### src/rtl/ex_stage_pkg.sv
// ex_stage shared definitions: opcodes, function codes, divider states.
// Consumers import ex_stage_pkg::*.
package ex_stage_pkg;

  localparam int DATA_W     = 32;
  localparam int REG_ADDR_W = 5;

  localparam logic [5:0] OP_SPECIAL  = 6'h00;
  localparam logic [5:0] OP_ADDIU    = 6'h09;

  localparam logic [5:0] FUNCT_MFHI  = 6'h10;
  localparam logic [5:0] FUNCT_MFLO  = 6'h12;
  localparam logic [5:0] FUNCT_MULTU = 6'h19;
  localparam logic [5:0] FUNCT_DIV   = 6'h1A;
  localparam logic [5:0] FUNCT_DIVU  = 6'h1B;
  localparam logic [5:0] FUNCT_ADDU  = 6'h21;
  localparam logic [5:0] FUNCT_SUBU  = 6'h23;
  localparam logic [5:0] FUNCT_AND   = 6'h24;
  localparam logic [5:0] FUNCT_OR    = 6'h25;
  localparam logic [5:0] FUNCT_XOR   = 6'h26;
  localparam logic [5:0] FUNCT_SLT   = 6'h2A;
  localparam logic [5:0] FUNCT_SLTU  = 6'h2B;

  typedef enum logic {
    DIV_IDLE = 1'b0,
    DIV_BUSY = 1'b1
  } div_state_e;

  function automatic logic [DATA_W-1:0] neg32(
    input logic [DATA_W-1:0] v
  );
    return ~v + 32'd1;
  endfunction

endpackage

### src/rtl/ex_stage_div_iter.sv
// div_iter: 32-step restoring unsigned divider.
// o_done is high in the cycle whose closing edge performs the last step.
module div_iter
  import ex_stage_pkg::*;
(
  input  logic              clk,
  input  logic              rst_n,
  input  logic              i_start,
  input  logic              i_abort,
  input  logic [DATA_W-1:0] i_dividend,
  input  logic [DATA_W-1:0] i_divisor,
  output logic              o_busy,
  output logic              o_done,
  output logic [DATA_W-1:0] o_quot,
  output logic [DATA_W-1:0] o_rem
);

  div_state_e        r_state;
  div_state_e        w_state_nxt;
  logic [4:0]        r_cnt;
  logic [DATA_W-1:0] r_quot;
  logic [DATA_W-1:0] r_rem;
  logic [DATA_W-1:0] r_dvs;

  logic [DATA_W:0]   w_shift;
  logic [DATA_W-1:0] w_sub;
  logic              w_ge;
  logic [DATA_W-1:0] w_rem_nxt;
  logic [DATA_W-1:0] w_quot_nxt;

  // Partial remainder stays below divisor, so the 32-bit difference is exact.
  always_comb begin
    w_shift    = {r_rem, r_quot[DATA_W-1]};
    w_ge       = w_shift >= {1'b0, r_dvs};
    w_sub      = w_shift[DATA_W-1:0] - r_dvs;
    w_rem_nxt  = w_ge ? w_sub : w_shift[DATA_W-1:0];
    w_quot_nxt = {r_quot[DATA_W-2:0], w_ge};
  end

  always_comb begin
    w_state_nxt = r_state;
    o_done      = 1'b0;
    unique case (r_state)
      DIV_IDLE: begin
        if (i_start && !i_abort)
          w_state_nxt = DIV_BUSY;
      end
      DIV_BUSY: begin
        if (i_abort) begin
          w_state_nxt = DIV_IDLE;
        end else if (r_cnt == 5'd31) begin
          w_state_nxt = DIV_IDLE;
          o_done      = 1'b1;
        end
      end
      default: w_state_nxt = DIV_IDLE;
    endcase
  end

  always_ff @(posedge clk or negedge rst_n) begin
    if (!rst_n) begin
      r_state <= DIV_IDLE;
      r_cnt   <= '0;
      r_quot  <= '0;
      r_rem   <= '0;
      r_dvs   <= '0;
    end else begin
      r_state <= w_state_nxt;
      if (r_state == DIV_IDLE) begin
        if (i_start && !i_abort) begin
          r_quot <= i_dividend;
          r_rem  <= '0;
          r_dvs  <= i_divisor;
          r_cnt  <= '0;
        end
      end else if (!i_abort) begin
        r_quot <= w_quot_nxt;
        r_rem  <= w_rem_nxt;
        r_cnt  <= r_cnt + 5'd1;
      end
    end
  end

  assign o_busy = (r_state == DIV_BUSY);
  assign o_quot = w_quot_nxt;
  assign o_rem  = w_rem_nxt;

endmodule

### src/rtl/ex_stage.sv
// ex_stage: MIPS execute stage, HI/LO owner and EX/MEM latch.
// Define EX_SIGNED_DIV_EN to also decode signed DIV.
module ex_stage
  import ex_stage_pkg::*;
(
  input  logic                  clk,
  input  logic                  rst_n,
  input  logic                  flush,
  input  logic                  id_valid,
  output logic                  id_ready,
  input  logic [5:0]            op,
  input  logic [5:0]            funct,
  input  logic [DATA_W-1:0]     operand_1,
  input  logic [DATA_W-1:0]     operand_2,
  input  logic [REG_ADDR_W-1:0] id_wreg_addr,
  input  logic                  id_wreg_en,
  output logic                  ex_valid,
  output logic [DATA_W-1:0]     ex_result,
  output logic [REG_ADDR_W-1:0] ex_wreg_addr,
  output logic                  ex_wreg_en,
  output logic [DATA_W-1:0]     hi_out,
  output logic [DATA_W-1:0]     lo_out
);

  logic                  r_valid;
  logic [DATA_W-1:0]     r_result;
  logic [REG_ADDR_W-1:0] r_waddr;
  logic                  r_wen;
  logic [DATA_W-1:0]     r_hi;
  logic [DATA_W-1:0]     r_lo;
  logic                  r_q_neg;
  logic                  r_r_neg;

  logic                  w_sp;
  logic [DATA_W-1:0]     w_res;
  logic                  w_wen;
  logic                  w_mult;
  logic                  w_div;
  logic                  w_sgn;
  logic                  w_div0;
  logic                  w_accept;
  logic                  w_start;
  logic [2*DATA_W-1:0]   w_prod;
  logic [DATA_W-1:0]     w_dvd_mag;
  logic [DATA_W-1:0]     w_dvs_mag;
  logic                  w_busy;
  logic                  w_done;
  logic [DATA_W-1:0]     w_quot;
  logic [DATA_W-1:0]     w_rem;
  logic [DATA_W-1:0]     w_quot_fix;
  logic [DATA_W-1:0]     w_rem_fix;

  assign w_sp = (op == OP_SPECIAL);

  always_comb begin
    w_res  = '0;
    w_wen  = 1'b0;
    w_mult = 1'b0;
    w_div  = 1'b0;
    w_sgn  = 1'b0;
    unique case (1'b1)
      (op == OP_ADDIU): begin
        w_res = operand_1 + operand_2;
        w_wen = id_wreg_en;
      end
      (w_sp && funct == FUNCT_ADDU): begin
        w_res = operand_1 + operand_2;
        w_wen = id_wreg_en;
      end
      (w_sp && funct == FUNCT_SUBU): begin
        w_res = operand_1 - operand_2;
        w_wen = id_wreg_en;
      end
      (w_sp && funct == FUNCT_AND): begin
        w_res = operand_1 & operand_2;
        w_wen = id_wreg_en;
      end
      (w_sp && funct == FUNCT_OR): begin
        w_res = operand_1 | operand_2;
        w_wen = id_wreg_en;
      end
      (w_sp && funct == FUNCT_XOR): begin
        w_res = operand_1 ^ operand_2;
        w_wen = id_wreg_en;
      end
      (w_sp && funct == FUNCT_SLT): begin
        w_res = {31'd0, $signed(operand_1) < $signed(operand_2)};
        w_wen = id_wreg_en;
      end
      (w_sp && funct == FUNCT_SLTU): begin
        w_res = {31'd0, operand_1 < operand_2};
        w_wen = id_wreg_en;
      end
      (w_sp && funct == FUNCT_MFHI): begin
        w_res = r_hi;
        w_wen = id_wreg_en;
      end
      (w_sp && funct == FUNCT_MFLO): begin
        w_res = r_lo;
        w_wen = id_wreg_en;
      end
      (w_sp && funct == FUNCT_MULTU): w_mult = 1'b1;
      (w_sp && funct == FUNCT_DIVU):  w_div  = 1'b1;
`ifdef EX_SIGNED_DIV_EN
      (w_sp && funct == FUNCT_DIV): begin
        w_div = 1'b1;
        w_sgn = 1'b1;
      end
`endif
      default: ;
    endcase
  end

  assign w_prod   = operand_1 * operand_2;
  assign w_div0   = (operand_2 == '0);
  assign id_ready = rst_n & ~w_busy;
  assign w_accept = id_valid & id_ready & ~flush;
  assign w_start  = w_accept & w_div & ~w_div0;

  // Signed divide reuses the unsigned engine on magnitudes.
  assign w_dvd_mag = (w_sgn && operand_1[DATA_W-1]) ?
                     neg32(operand_1) : operand_1;
  assign w_dvs_mag = (w_sgn && operand_2[DATA_W-1]) ?
                     neg32(operand_2) : operand_2;

  div_iter u_div (
    .clk        (clk),
    .rst_n      (rst_n),
    .i_start    (w_start),
    .i_abort    (flush),
    .i_dividend (w_dvd_mag),
    .i_divisor  (w_dvs_mag),
    .o_busy     (w_busy),
    .o_done     (w_done),
    .o_quot     (w_quot),
    .o_rem      (w_rem)
  );

  assign w_quot_fix = r_q_neg ? neg32(w_quot) : w_quot;
  assign w_rem_fix  = r_r_neg ? neg32(w_rem)  : w_rem;

  always_ff @(posedge clk or negedge rst_n) begin
    if (!rst_n) begin
      r_valid  <= 1'b0;
      r_result <= '0;
      r_waddr  <= '0;
      r_wen    <= 1'b0;
      r_hi     <= '0;
      r_lo     <= '0;
      r_q_neg  <= 1'b0;
      r_r_neg  <= 1'b0;
    end else if (flush) begin
      r_valid  <= 1'b0;
      r_result <= '0;
      r_waddr  <= '0;
      r_wen    <= 1'b0;
    end else if (w_done) begin
      r_valid  <= 1'b1;
      r_result <= '0;
      r_waddr  <= '0;
      r_wen    <= 1'b0;
      r_lo     <= w_quot_fix;
      r_hi     <= w_rem_fix;
    end else if (w_accept) begin
      r_valid  <= ~w_start;
      r_result <= w_res;
      r_waddr  <= id_wreg_addr;
      r_wen    <= w_wen;
      if (w_mult) begin
        r_hi <= w_prod[2*DATA_W-1:DATA_W];
        r_lo <= w_prod[DATA_W-1:0];
      end
      if (w_div && w_div0) begin
        r_lo <= '1;
        r_hi <= operand_1;
      end
      if (w_start) begin
        r_q_neg <= w_sgn & (operand_1[DATA_W-1] ^ operand_2[DATA_W-1]);
        r_r_neg <= w_sgn & operand_1[DATA_W-1];
      end
    end else begin
      r_valid  <= 1'b0;
      r_result <= '0;
      r_waddr  <= '0;
      r_wen    <= 1'b0;
    end
  end

  assign ex_valid     = r_valid;
  assign ex_result    = r_result;
  assign ex_wreg_addr = r_waddr;
  assign ex_wreg_en   = r_wen;
  assign hi_out       = r_hi;
  assign lo_out       = r_lo;

endmodule
### config.mk
export PLATFORM = sky130hd
export DESIGN_NAME = ex_stage
export DESIGN_NICKNAME = d
export VERILOG_FILES = /design/src/rtl/ex_stage_pkg.sv /design/src/rtl/ex_stage_div_iter.sv /design/src/rtl/ex_stage.sv
export SDC_FILE = /design/constraint.sdc
export NUM_CORES = 2
export LEC_CHECK = 0
export CAP_MARGIN = 20
export CORE_AREA = 2 2 299 301
export DETAILED_ROUTE_END_ITERATION = 10
export DIE_AREA = 0 0 301 303
export HOLD_SLACK_MARGIN = 0.1
export PLACE_DENSITY = 0.83
export SLEW_MARGIN = 5
export SYNTH_ARGS = -nofsm -noshare
export SYNTH_HDL_FRONTEND = slang
export SYNTH_SLANG_ARGS = --single-unit
### constraint.sdc
create_clock -name clk -period 5.1 [get_ports clk]
set_input_delay 1.02 -clock clk [delete_from_list [all_inputs] [get_ports clk]]
set_output_delay 1.02 -clock clk [all_outputs]
set_load 0.05 [all_outputs]
==> results of run 1 <==
repair_timing:
item / 4_1_cts
gates resized for setup: 941
setup buffers: 193
pin swaps: 358
cloned: 19
setup endpoints to repair: 59
cells by family after synthesis:
logic type,share of synthesized area (%)
buffers and inverters,10.5
xor gates and xnor gates,1.64
AOI/OAI and AO/OA,12.3
adders and majority gates,47.7
and+or+nand+nor,14.8
muxes,2.39
DFF,10.7
metal layers:
metal	global-route usage (%)	overflow
met5	14.0	1
met4	50.5	2
met3	34.1	0
met2	78.9	1
met1	65.9	0
metrics by stage:
stage | TNS, ns | std cells | hold WS [ns] | instance area, um^2 | worst slack [ns]
floorplan | -109.41 | 5665 | 0.450 | 49000 | -2.47
detailed placement | -197.54 | 7592 | 0.470 | 58400 | -3.95
CTS | -115.76 | 7825 | 0.377 | 63600 | -2.52
global placement | -193.04 | 7592 | 0.462 | 58400 | -3.89
==> out/results.ini, run 1 <==
[grt]
grt_max_degree = 163
track_usage_pct = 59.0
grt_overflow = 4

[timing]
worstEndpointGrtRepair = hi_out[19]$_DFFE_PN0P_/D
worst-ep-kind = register input

[synthesis]
synthesis.nets = 7044
avgSynthCellArea_um2 = 8.48
yosysTopAreaCellShare_pct = 37.4
ys.flop_type = dfrtp_1
synth.cell_area_um2 = 48000
yosysWarningCount = 0
synth_area_leader_cell = fa_1
synthCells = 5665
ys_ff_latch = 205
synth_common_cells = inv_1, fa_1, nor2_1, nand2_1, ha_1
synth-edff-count = 0
ys_top_cells_by_area = fa_1, dfrtp_1, ha_1
synth.distinct_cells = 95
synth-seq-area-share_pct = 10.7
synthArstFlopShare_pct = 100
synth_most_common_cell = inv_1

[clock_tree]
clock_sinks = 205
htree_levels = 1
cts_buffer_depth = 3
root_buffer = clkbuf_16
cts_hold_buffers = 0
cts-buffers-inserted = 23

[floorplanning]
die_y_um = 303
initial_core_util_pct = 54.6
io_pins = 190
rows = 109
fp.dieW_um = 301

[status]
status = did not finish
lastStage = 5_1_grt
firstError = [ERROR GRT-0232] Routing congestion too high. Check the congestion heatmap in the GUI.

[place]
gp_congestion = 1.07
port-buffer-count = 189
dp.final_hpwl_mm = 180

==> run 2, diff against run 1 <==
- CORE_AREA: 2 2 299 301 -> 2 2 350 352
- DIE_AREA: 0 0 301 303 -> 0 0 352 354
- HOLD_SLACK_MARGIN: 0.1 -> not set
- PLACE_DENSITY: 0.83 -> not set
- PLACE_DENSITY_LB_ADDON: not set -> 0.15
==> run 2 against run 1 <==
- the flow now finishes, with violations (setup timing)
- synthesized cell count stayed put
- area after synthesis stayed put
==> out/results.ini, run 2 <==
[status]
status = finished, violations left
violations = setup timing

[synthesis]
synthCells = 5665  ; unchanged
avgSynthCellArea_um2 = 8.48  ; unchanged
ys.flop_type = dfrtp_1
ys_top_cells_by_area = fa_1, dfrtp_1, ha_1
synth_most_common_cell = inv_1
synthesis.nets = 7044  ; unchanged
synthArstFlopShare_pct = 100  ; unchanged
yosysWarningCount = 0  ; unchanged
synth-seq-area-share_pct = 10.7  ; unchanged
ys_ff_latch = 205  ; unchanged
yosysTopAreaCellShare_pct = 37.4  ; unchanged
synth.cell_area_um2 = 48000  ; unchanged
synth.distinct_cells = 95  ; unchanged
synth_area_leader_cell = fa_1
synth-edff-count = 0  ; unchanged
synth_common_cells = inv_1, fa_1, nor2_1, nand2_1, ha_1

[timing]
drv_slew = 0
fin_crit_sh_pct = 154
tightest_slew_ns = 0.946
worst_slack_ns = -2.77
max_freq_mhz = 127
rsz0062_at_grt = true
relSlewSlack_pct = 36.4
setup_viol = 56
hold_slack_ns = 0.381
finalCriticalPeriod_ns = 7.87
finalHoldViolCount = 0
tns_ns = -122.19
finClkSkew_ns = 0.0425

[floorplanning]
die_y_um = 354  ; +17%
core_um2 = 121000
io_pins = 190  ; unchanged
die_area_um2 = 125000
initial_core_util_pct = 39.7  ; -15 points
rows = 128  ; +17%
fp.dieW_um = 352  ; +17%

[critical_path]
critPathCaptureType = register
start_kind = input port
cp_max_fo = 3
crit_required_ns = 5.53
crit_arrival_ns = 8.29
critPathKind = input port to register

[grt]
grt_pass1_wl_mm = 331
grt_overflow = 0
antenna_found_initial = 17
grt_pass1_vias = 47584
track_usage_pct = 36.6
grt_max_degree = 64

[place]
dp.final_hpwl_mm = 186  ; +3.1%
port-buffer-count = 189  ; unchanged
gp_congestion = 1.02  ; -5.3%

[routing]
drt-total-wl_mm = 230
first_iter_violations = 4281
ant_nets = 0
routedWlPerCell_um = 27.6
firstDrtPassIters = 5
vias_per_cell = 5.58
vias = 46379
route.detailed.drc = 0

[worst_hold_path]
hp-class = input port to async pin

[clock_tree]
cts_buffer_depth = 3  ; unchanged
htree_levels = 1  ; unchanged
cts-buffers-inserted = 24  ; +4.3%
clock_sinks = 205  ; unchanged
worst_skew_pair.late_latency_ns = 0.57
cts_tree = done
clk_pin_slew_worst_paths_ns = 0.06
root_buffer = clkbuf_16

[cells_and_area]
register_area_um2 = 5130
area_growth_pct = 36.2
final_util_pct = 54.1
multi_input_area_um2 = 40900
nNetsFinal = 8051
layout_common_cells = inv_1, buf_4, fa_1
fillers = 11244
layout-drive-gt1-share_pct = 27.1
final_common_cell = inv_1

[job]
drv_cap = 0

==> run 2: cell counts after synthesis <==
No cell type changed its count.
==> run 2: cells by family after synthesis <==
kind of cell,after synthesis,share of synthesized area (%)
AO/OA/AOI/OAI,925,12.3
XOR/XNOR,90,1.64
adder cells (fa/ha/maj),1293,47.7
buffers and inverters,1339,10.5
flip-flops,205,10.7
multiplexers,113,2.39
AND/OR/NAND/NOR,1700,14.8
==> run 2: metal layers <==
layer  GRT usage, %  share of wire, %  vias up
li1               -                 -    19932
met1           49.7                41    23669
met2           56.8                44     2254
met3           6.52               8.8      516
met4           17.4               6.2        8
met5              0             0.024        -
==> run 2: final cells by class <==
type	count	area share, %
diodes	8	0.0306
clock buffers	32	1.04
clock inverters	8	0.117
inverters	1001	6.11
multi-input cells	4121	62.5
flip-flops and latches	205	7.84
well taps	1625	3.11
repair buffers	1313	19.2
repair inverters	6	0.109
==> run 2: per-stage QoR <==
stage               setup WS (ns)  instance area, um^2  cells
floorplan                   -2.47                49000   5665
global placement            -3.96                59200   8066
detailed placement          -3.99                59200   8067
CTS                         -2.87                64200   8276
global route                -2.88                65400   8312
finish                      -2.77                65400   8319
==> run 2: final timing paths <==
check / cells past startpoint / to / slack [ns] / from
worst min register to register: 2 / u_div.r_dvs[16]$_DFFE_PN0P_ / 0.48 / u_div.r_dvs[16]$_DFFE_PN0P_
worst max-delay path: 26 / hi_out[7]$_DFFE_PN0P_ / -2.77 / operand_2[13]
max in group asynchronous: 3 / lo_out[8]$_DFFE_PN0P_ / 2.79 / rst_n
worst min-delay path: 1 / u_div.r_rem[25]$_DFFE_PN0P_ / 0.38 / rst_n
worst max register to register: 12 / hi_out[21]$_DFFE_PN0P_ / 0.85 / u_div.r_rem[1]$_DFFE_PN0P_
min in group clk: 2 / u_div.r_dvs[16]$_DFFE_PN0P_ / 0.48 / u_div.r_dvs[16]$_DFFE_PN0P_
==> run 2: what timing repair did <==
item | CTS | global route
cloned | 14 | 1
pin swaps | 303 | 250
hold buffers | 0 | 0
setup buffers | 169 | 40
hold endpoints to repair | 0 | 0
endpoints found under the setup margin | 58 | 58
resized for setup | 721 | 306
==> run 2: critical path, stage by stage <==
cell and delay [ns]:
dlygate4sd2_1 0.30, buf_4 0.19, ha_1 0.33, fa_1 0.49
fa_1 0.50, inv_1 0.06, fa_1 0.46, fa_1 0.49
inv_1 0.05, fa_1 0.45, fa_1 0.58, fa_1 0.45
fa_1 0.57, ha_4 0.22, buf_6 0.12, buf_6 0.11
nand2_4 0.06, nor2_1 0.04, nand3_1 0.07, o211ai_1 0.15
o211a_1 0.33, or3_4 0.42, a21oi_4 0.22, xnor2_4 0.19
o211ai_1 0.16, a31o_2 0.26
Power of run 2 is not shown: default switching activity piles up to over one toggle a cycle in this logic, so the estimate is an artifact.
